### src/rtl/number_stream_src_pkg.sv
// number_stream_src_pkg: shared state encoding and default stream dimensions
package number_stream_src_pkg;
  typedef enum logic [1:0] {
    S_IDLE = 2'd0,
    S_PLAY = 2'd1,
    S_DONE = 2'd2
  } state_t;
  localparam int WIDTH_DEF = 8;
  localparam int DEPTH_DEF = 32;
endpackage

### src/rtl/number_stream_src_buf.sv
// stream_buf: DEPTH x WIDTH register array, one write port, one combinational read port
module stream_buf #(
  parameter int WIDTH = 8,
  parameter int DEPTH = 32,
  localparam int AW = $clog2(DEPTH)
) (
  input  logic             clk,
  input  logic             we,
  input  logic [AW-1:0]    waddr,
  input  logic [WIDTH-1:0] wdata,
  input  logic [AW-1:0]    raddr,
  output logic [WIDTH-1:0] rdata
);
  logic [WIDTH-1:0] mem [DEPTH];
  always_ff @(posedge clk)
    if (we) mem[waddr] <= wdata;
  assign rdata = mem[raddr];
endmodule

### src/rtl/number_stream_src.sv
// number_stream_src: loads a byte buffer, replays it as one next/number per clock, then pulses done
module number_stream_src
  import number_stream_src_pkg::*;
#(
  parameter int WIDTH = WIDTH_DEF,
  parameter int DEPTH = DEPTH_DEF,
  localparam int CW = $clog2(DEPTH + 1),
  localparam int AW = $clog2(DEPTH)
) (
  input  logic             clk,
  input  logic             rst,
  input  logic             wr_en,
  input  logic [WIDTH-1:0] wr_data,
  input  logic             clear,
  input  logic             start,
  input  logic             hold,
  output logic             next,
  output logic [WIDTH-1:0] number,
  output logic             busy,
  output logic             done,
  output logic [CW-1:0]    count,
  output logic             full,
  output logic             overflow
);
  localparam logic [CW-1:0] FULL_C = CW'(DEPTH);
  state_t state, state_n;
  logic [CW-1:0] rd_ptr, rd_n, count_n;
  logic [WIDTH-1:0] number_n, rd_data;
  logic ovf_n, next_n, we;
  stream_buf #(.WIDTH(WIDTH), .DEPTH(DEPTH)) u_buf (
    .clk(clk),
    .we(we),
    .waddr(count[AW-1:0]),
    .wdata(wr_data),
    .raddr(rd_ptr[AW-1:0]),
    .rdata(rd_data)
  );
  always_comb begin
    state_n = state;
    rd_n = rd_ptr;
    count_n = count;
    ovf_n = overflow;
    number_n = number;
    next_n = 1'b0;
    we = 1'b0;
    if (state == S_IDLE) begin
      if (clear) begin
        count_n = '0;
        ovf_n = 1'b0;
      end else if (wr_en) begin
        if (count == FULL_C) ovf_n = 1'b1;
        else begin
          we = 1'b1;
          count_n = count + 1'b1;
        end
      end else if (start) state_n = (count == '0) ? S_DONE : S_PLAY;
    end else if (state == S_PLAY) begin
      if (!hold) begin
        if (rd_ptr == count) begin
          state_n = S_DONE;
          rd_n = '0;
        end else begin
          next_n = 1'b1;
          number_n = rd_data;
          rd_n = rd_ptr + 1'b1;
        end
      end
    end else state_n = S_IDLE;
  end
  always_ff @(posedge clk or negedge rst)
    if (!rst) begin
      state <= S_IDLE;
      rd_ptr <= '0;
      count <= '0;
      overflow <= 1'b0;
      number <= '0;
      next <= 1'b0;
      busy <= 1'b0;
      done <= 1'b0;
      full <= 1'b0;
    end else begin
      state <= state_n;
      rd_ptr <= rd_n;
      count <= count_n;
      overflow <= ovf_n;
      number <= number_n;
      next <= next_n;
      busy <= state_n == S_PLAY;
      done <= state_n == S_DONE;
      full <= count_n == FULL_C;
    end
endmodule
### config.mk
export PLATFORM = sky130hd
export DESIGN_NAME = number_stream_src
export DESIGN_NICKNAME = d
export VERILOG_FILES = /design/src/rtl/number_stream_src_pkg.sv /design/src/rtl/number_stream_src_buf.sv /design/src/rtl/number_stream_src.sv
export SDC_FILE = /design/constraint.sdc
export NUM_CORES = 1
export LEC_CHECK = 0
export CAP_MARGIN = 20
export CORE_ASPECT_RATIO = 1.2
export CORE_MARGIN = 2
export CORE_UTILIZATION = 45
export DETAILED_ROUTE_END_ITERATION = 6
export GPL_ROUTABILITY_DRIVEN = 0
export PLACE_DENSITY_LB_ADDON = 0.05
export SLEW_MARGIN = 20
export SYNTH_ARGS = -nofsm -noshare
export SYNTH_HDL_FRONTEND = slang
export SYNTH_SLANG_ARGS = --single-unit
### constraint.sdc
create_clock -name clk -period 2.3 [get_ports clk]
set_clock_uncertainty 0.2 [all_clocks]
set_input_delay 0.345 -clock clk [delete_from_list [all_inputs] [get_ports clk]]
set_output_delay 0.345 -clock clk [all_outputs]
set_load 0.005 [all_outputs]
==> flow_summary.ini <==
[detailed_routing]
wl_met2_mm = 14.4
antenna_left = 0
met3_length_um = 842
vias_per_cell = 5.59
dr_total_vias = 6097
initialDrtViolationCount = 321
drc = 0
wl_met1_mm = 10.6
routed_wl_mm = 26.5
drt-pass1-iter-count = 4
top_layer = met4
wl_per_cell_um = 24.3

[global_route]
grt_pass1_wl_mm = 39.8
gr-total-overflow = 0
antenna_found_initial = 0
grt_max_degree = 36
grt_pass1_vias = 6326
grt_util_all_layers = 0.204

[hold_path]
min-delay-start = overflow$_DFFE_PN0P_
holdPathEnd = overflow$_DFFE_PN0P_
hold_path_class = register to register
hold_depth = 2

[sta]
rsz0062_at_grt = false
tightest_slew_ps = 528
period_needed_ps = 2230
fin_hold_ws_ps = 309
post-route-period-util = 0.969
max_freq_mhz = 449
relSlewSlack = 0.647
setup_viol = 0
slew_violations = 0
final_hold_viol_count = 0

[setup_path]
startpoint_type = register
ff2ff_setup_slack_ps = 80
crit_arrival_ps = 1680
required_ps = 1750
r2r_start = rd_ptr[0]$_DFFE_PN0P_
path_class = register to output port
ff2ff_path_depth = 5
path_max_fanout = 8
cp-end-kind = output port
r2r_end = number[1]$_DFFE_PN0P_

[pwr]
p_sw_mw = 4.26
power_frac_seq = 0.410
p_per_area_nw_per_um2 = 1050
swShare = 0.293
pwr-share-clk = 0.296
ir_drop_v = 0.000692
p_comb_frac = 0.294
intPower_mw = 10.3
leakage_nw = 4.73

[synth]
ys_dominant_reg_cell = edfxtp_1
synth_edf_count = 256
syn_nets = 640
ys_seq_elements = 283
syn_avg_cell_area_sq_um = 18.6
synth_area_leader_cell = edfxtp_1
synthArstFlopShare = 0.0954
syn_area_sq_um = 11500
syn_inst = 620
yosys_warnings = 0
synth_top_area_frac = 0.667
yosysSeqAreaShare = 0.726
synth_cell_types = 57
synth_area_leaders = edfxtp_1 (67%), mux4_2 (8.0%), dfrtp_1 (5.9%), mux2i_1 (2.8%), nor2_1 (1.8%)

[clocking]
cts_buffers = 28
cts_tree = built
cts_buffer_depth = 3
htree_levels = 1
path_clk_slew_ps = 60
cts_sinks = 283
cts-root-buf = clkbuf_16
clkLatencyLatePin_ps = 530

[flow_run]
drv_cap = 0

[floorplan]
dieArea_sq_um = 26900
die_height_um = 179
core_area_sq_um = 25300
pin_count = 33
die_w_um = 150
rows = 64
start_util = 0.455

[placement]
io_buffers = 32
dp_hpwl_mm = 17.8
place_area_sq_um = 12900

[final_layout]
n_antenna_cell = 0
fillCellCount = 2053
synthToLayoutAreaGrowth_pct = 19.9
final_nets = 760
postLayoutCellArea_sq_um = 13800
layout-drive-gt1-share = 0.275

[outcome]
status = complete, no violations
synthesized netlist by cell type (2+ instances only):
| cell type | n |
|---|---|
| a21o_1 | 8 |
| a21oi_1 | 8 |
| a221oi_1 | 7 |
| a221oi_2 | 9 |
| a22o_1 | 15 |
| a22oi_1 | 8 |
| a31oi_1 | 8 |
| and2_1 | 3 |
| and3_1 | 2 |
| buf_12 | 4 |
| buf_2 | 11 |
| buf_4 | 5 |
| buf_6 | 3 |
| clkbuf_1 | 10 |
| dfrtp_1 | 27 |
| edfxtp_1 | 256 |
| ha_1 | 6 |
| inv_1 | 4 |
| mux2i_1 | 32 |
| mux4_1 | 7 |
| mux4_2 | 41 |
| nand2_1 | 13 |
| nand2b_1 | 3 |
| nand3_1 | 4 |
| nand3b_1 | 3 |
| nand4_1 | 3 |
| nor2_1 | 54 |
| nor2b_1 | 3 |
| nor3_1 | 2 |
| o21ai_0 | 11 |
| o21ai_1 | 11 |
| o221ai_1 | 2 |
| o22a_1 | 2 |
| o22ai_1 | 6 |
| or2_2 | 2 |
| xor2_1 | 6 |
worst max-delay path by stage:
| stage | slack, ps | to | from |
|---|---|---|---|
| floorplan | -100 | u_buf.mem[24][0]$_DFFE_PP_ | count[0]$_DFF_PN0_ |
| global placement | -110 | u_buf.mem[26][2]$_DFFE_PP_ | clear |
| detailed placement | -130 | u_buf.mem[10][3]$_DFFE_PP_ | clear |
| CTS | 4 | number[5]$_DFFE_PN0P_ | rd_ptr[0]$_DFFE_PN0P_ |
| global route | 0.1 | number[1]$_DFFE_PN0P_ | rd_ptr[0]$_DFFE_PN0P_ |
| finish | 70 | count[4] | count[4]$_DFF_PN0_ |
worst max-delay path, stage by stage (launching register included):
cell	delay [ps]
dfrtp_1	340
buf_4	160
buf_4	150
clkdlybuf4s50_1	500
repair_timing:
action                                  4_1_cts  5_1_grt
resized for setup                             1        7
hold buffers                                  1        0
hold endpoints to repair                      6        0
cloned                                        0        0
buffers inserted                              1        0
pin swaps                                     0        0
endpoints found under the setup margin        2       11
final cells by class:
cell class                      instances  area [sq um]  share of cell area
Tap cell                              330           413              0.0299
Inverter                                4          15.0             0.00109
Sequential cell                       283          8370               0.606
Timing Repair Buffer                  126          1230              0.0889
Clock buffer                           32           737              0.0534
Clock inverter                         19           136             0.00987
Multi-Input combinational cell        297          2920               0.211
cell usage in the layout (no fill, tap or decap), types with 8 or more instances in the layout:
master,n
a21o_1,8
a221oi_2,10
a22o_1,15
a22oi_1,8
a31oi_1,8
buf_12,16
buf_4,77
clkbuf_16,29
clkdlybuf4s50_1,32
dfrtp_1,25
edfxtp_1,256
mux2i_1,32
mux4_2,41
nand2_1,12
nor2_1,51
o21ai_0,9
o21ai_1,11
per-stage QoR:
step | TNS (ps) | cells | worst slack [ps] | util | power [mW]
floorplan | -18780 | 620 | -95.4 | - | 9.00
global placement | -14750 | 1038 | -108 | 0.510 | 10.3
detailed placement | -17390 | 1038 | -133 | 0.510 | 10.4
CTS | 0 | 1091 | 3.99 | 0.545 | 14.7
global route | 0 | 1091 | 0.135 | 0.546 | 15.2
finish | 0 | 1091 | 70.9 | 0.546 | 14.6
kinds of logic after synthesis:
family | Yosys count | share of synthesized area
compound gates | 100 | 0.0679
xor+xnor | 7 | 0.00532
buf+inv | 40 | 0.0245
flops | 283 | 0.726
simple gates | 102 | 0.0438
mux | 82 | 0.126
fa+ha+maj | 6 | 0.00652
power by group through the flow:
stage               combinational, mW  sequential (mW)  clock (mW)
floorplan                        2.97             6.03           0
global placement                 4.25             6.07           0
detailed placement               4.29             6.08           0
CTS                              4.30             5.97        4.40
global route                     4.63             5.99        4.58
finish                           4.29             5.97        4.30
flip-flops by register name (all words and copies together) (netlist names):
register and flops:
busy 1, count 6, done 1, full 1, next 1, number 8, overflow 1, rd_ptr 6
state 2, u_buf.mem 256
per-layer routing:
| metal | global-route usage | vias up |
|---|---|---|
| met1 | 0.254 | 3173 |
| met3 | 0.0242 | 41 |
| met2 | 0.373 | 119 |
| li1 | - | 2764 |
| met5 | 0 | - |
| met4 | 0.0590 | 0 |
No activity file was read; power rests on OpenSTA's default activity.
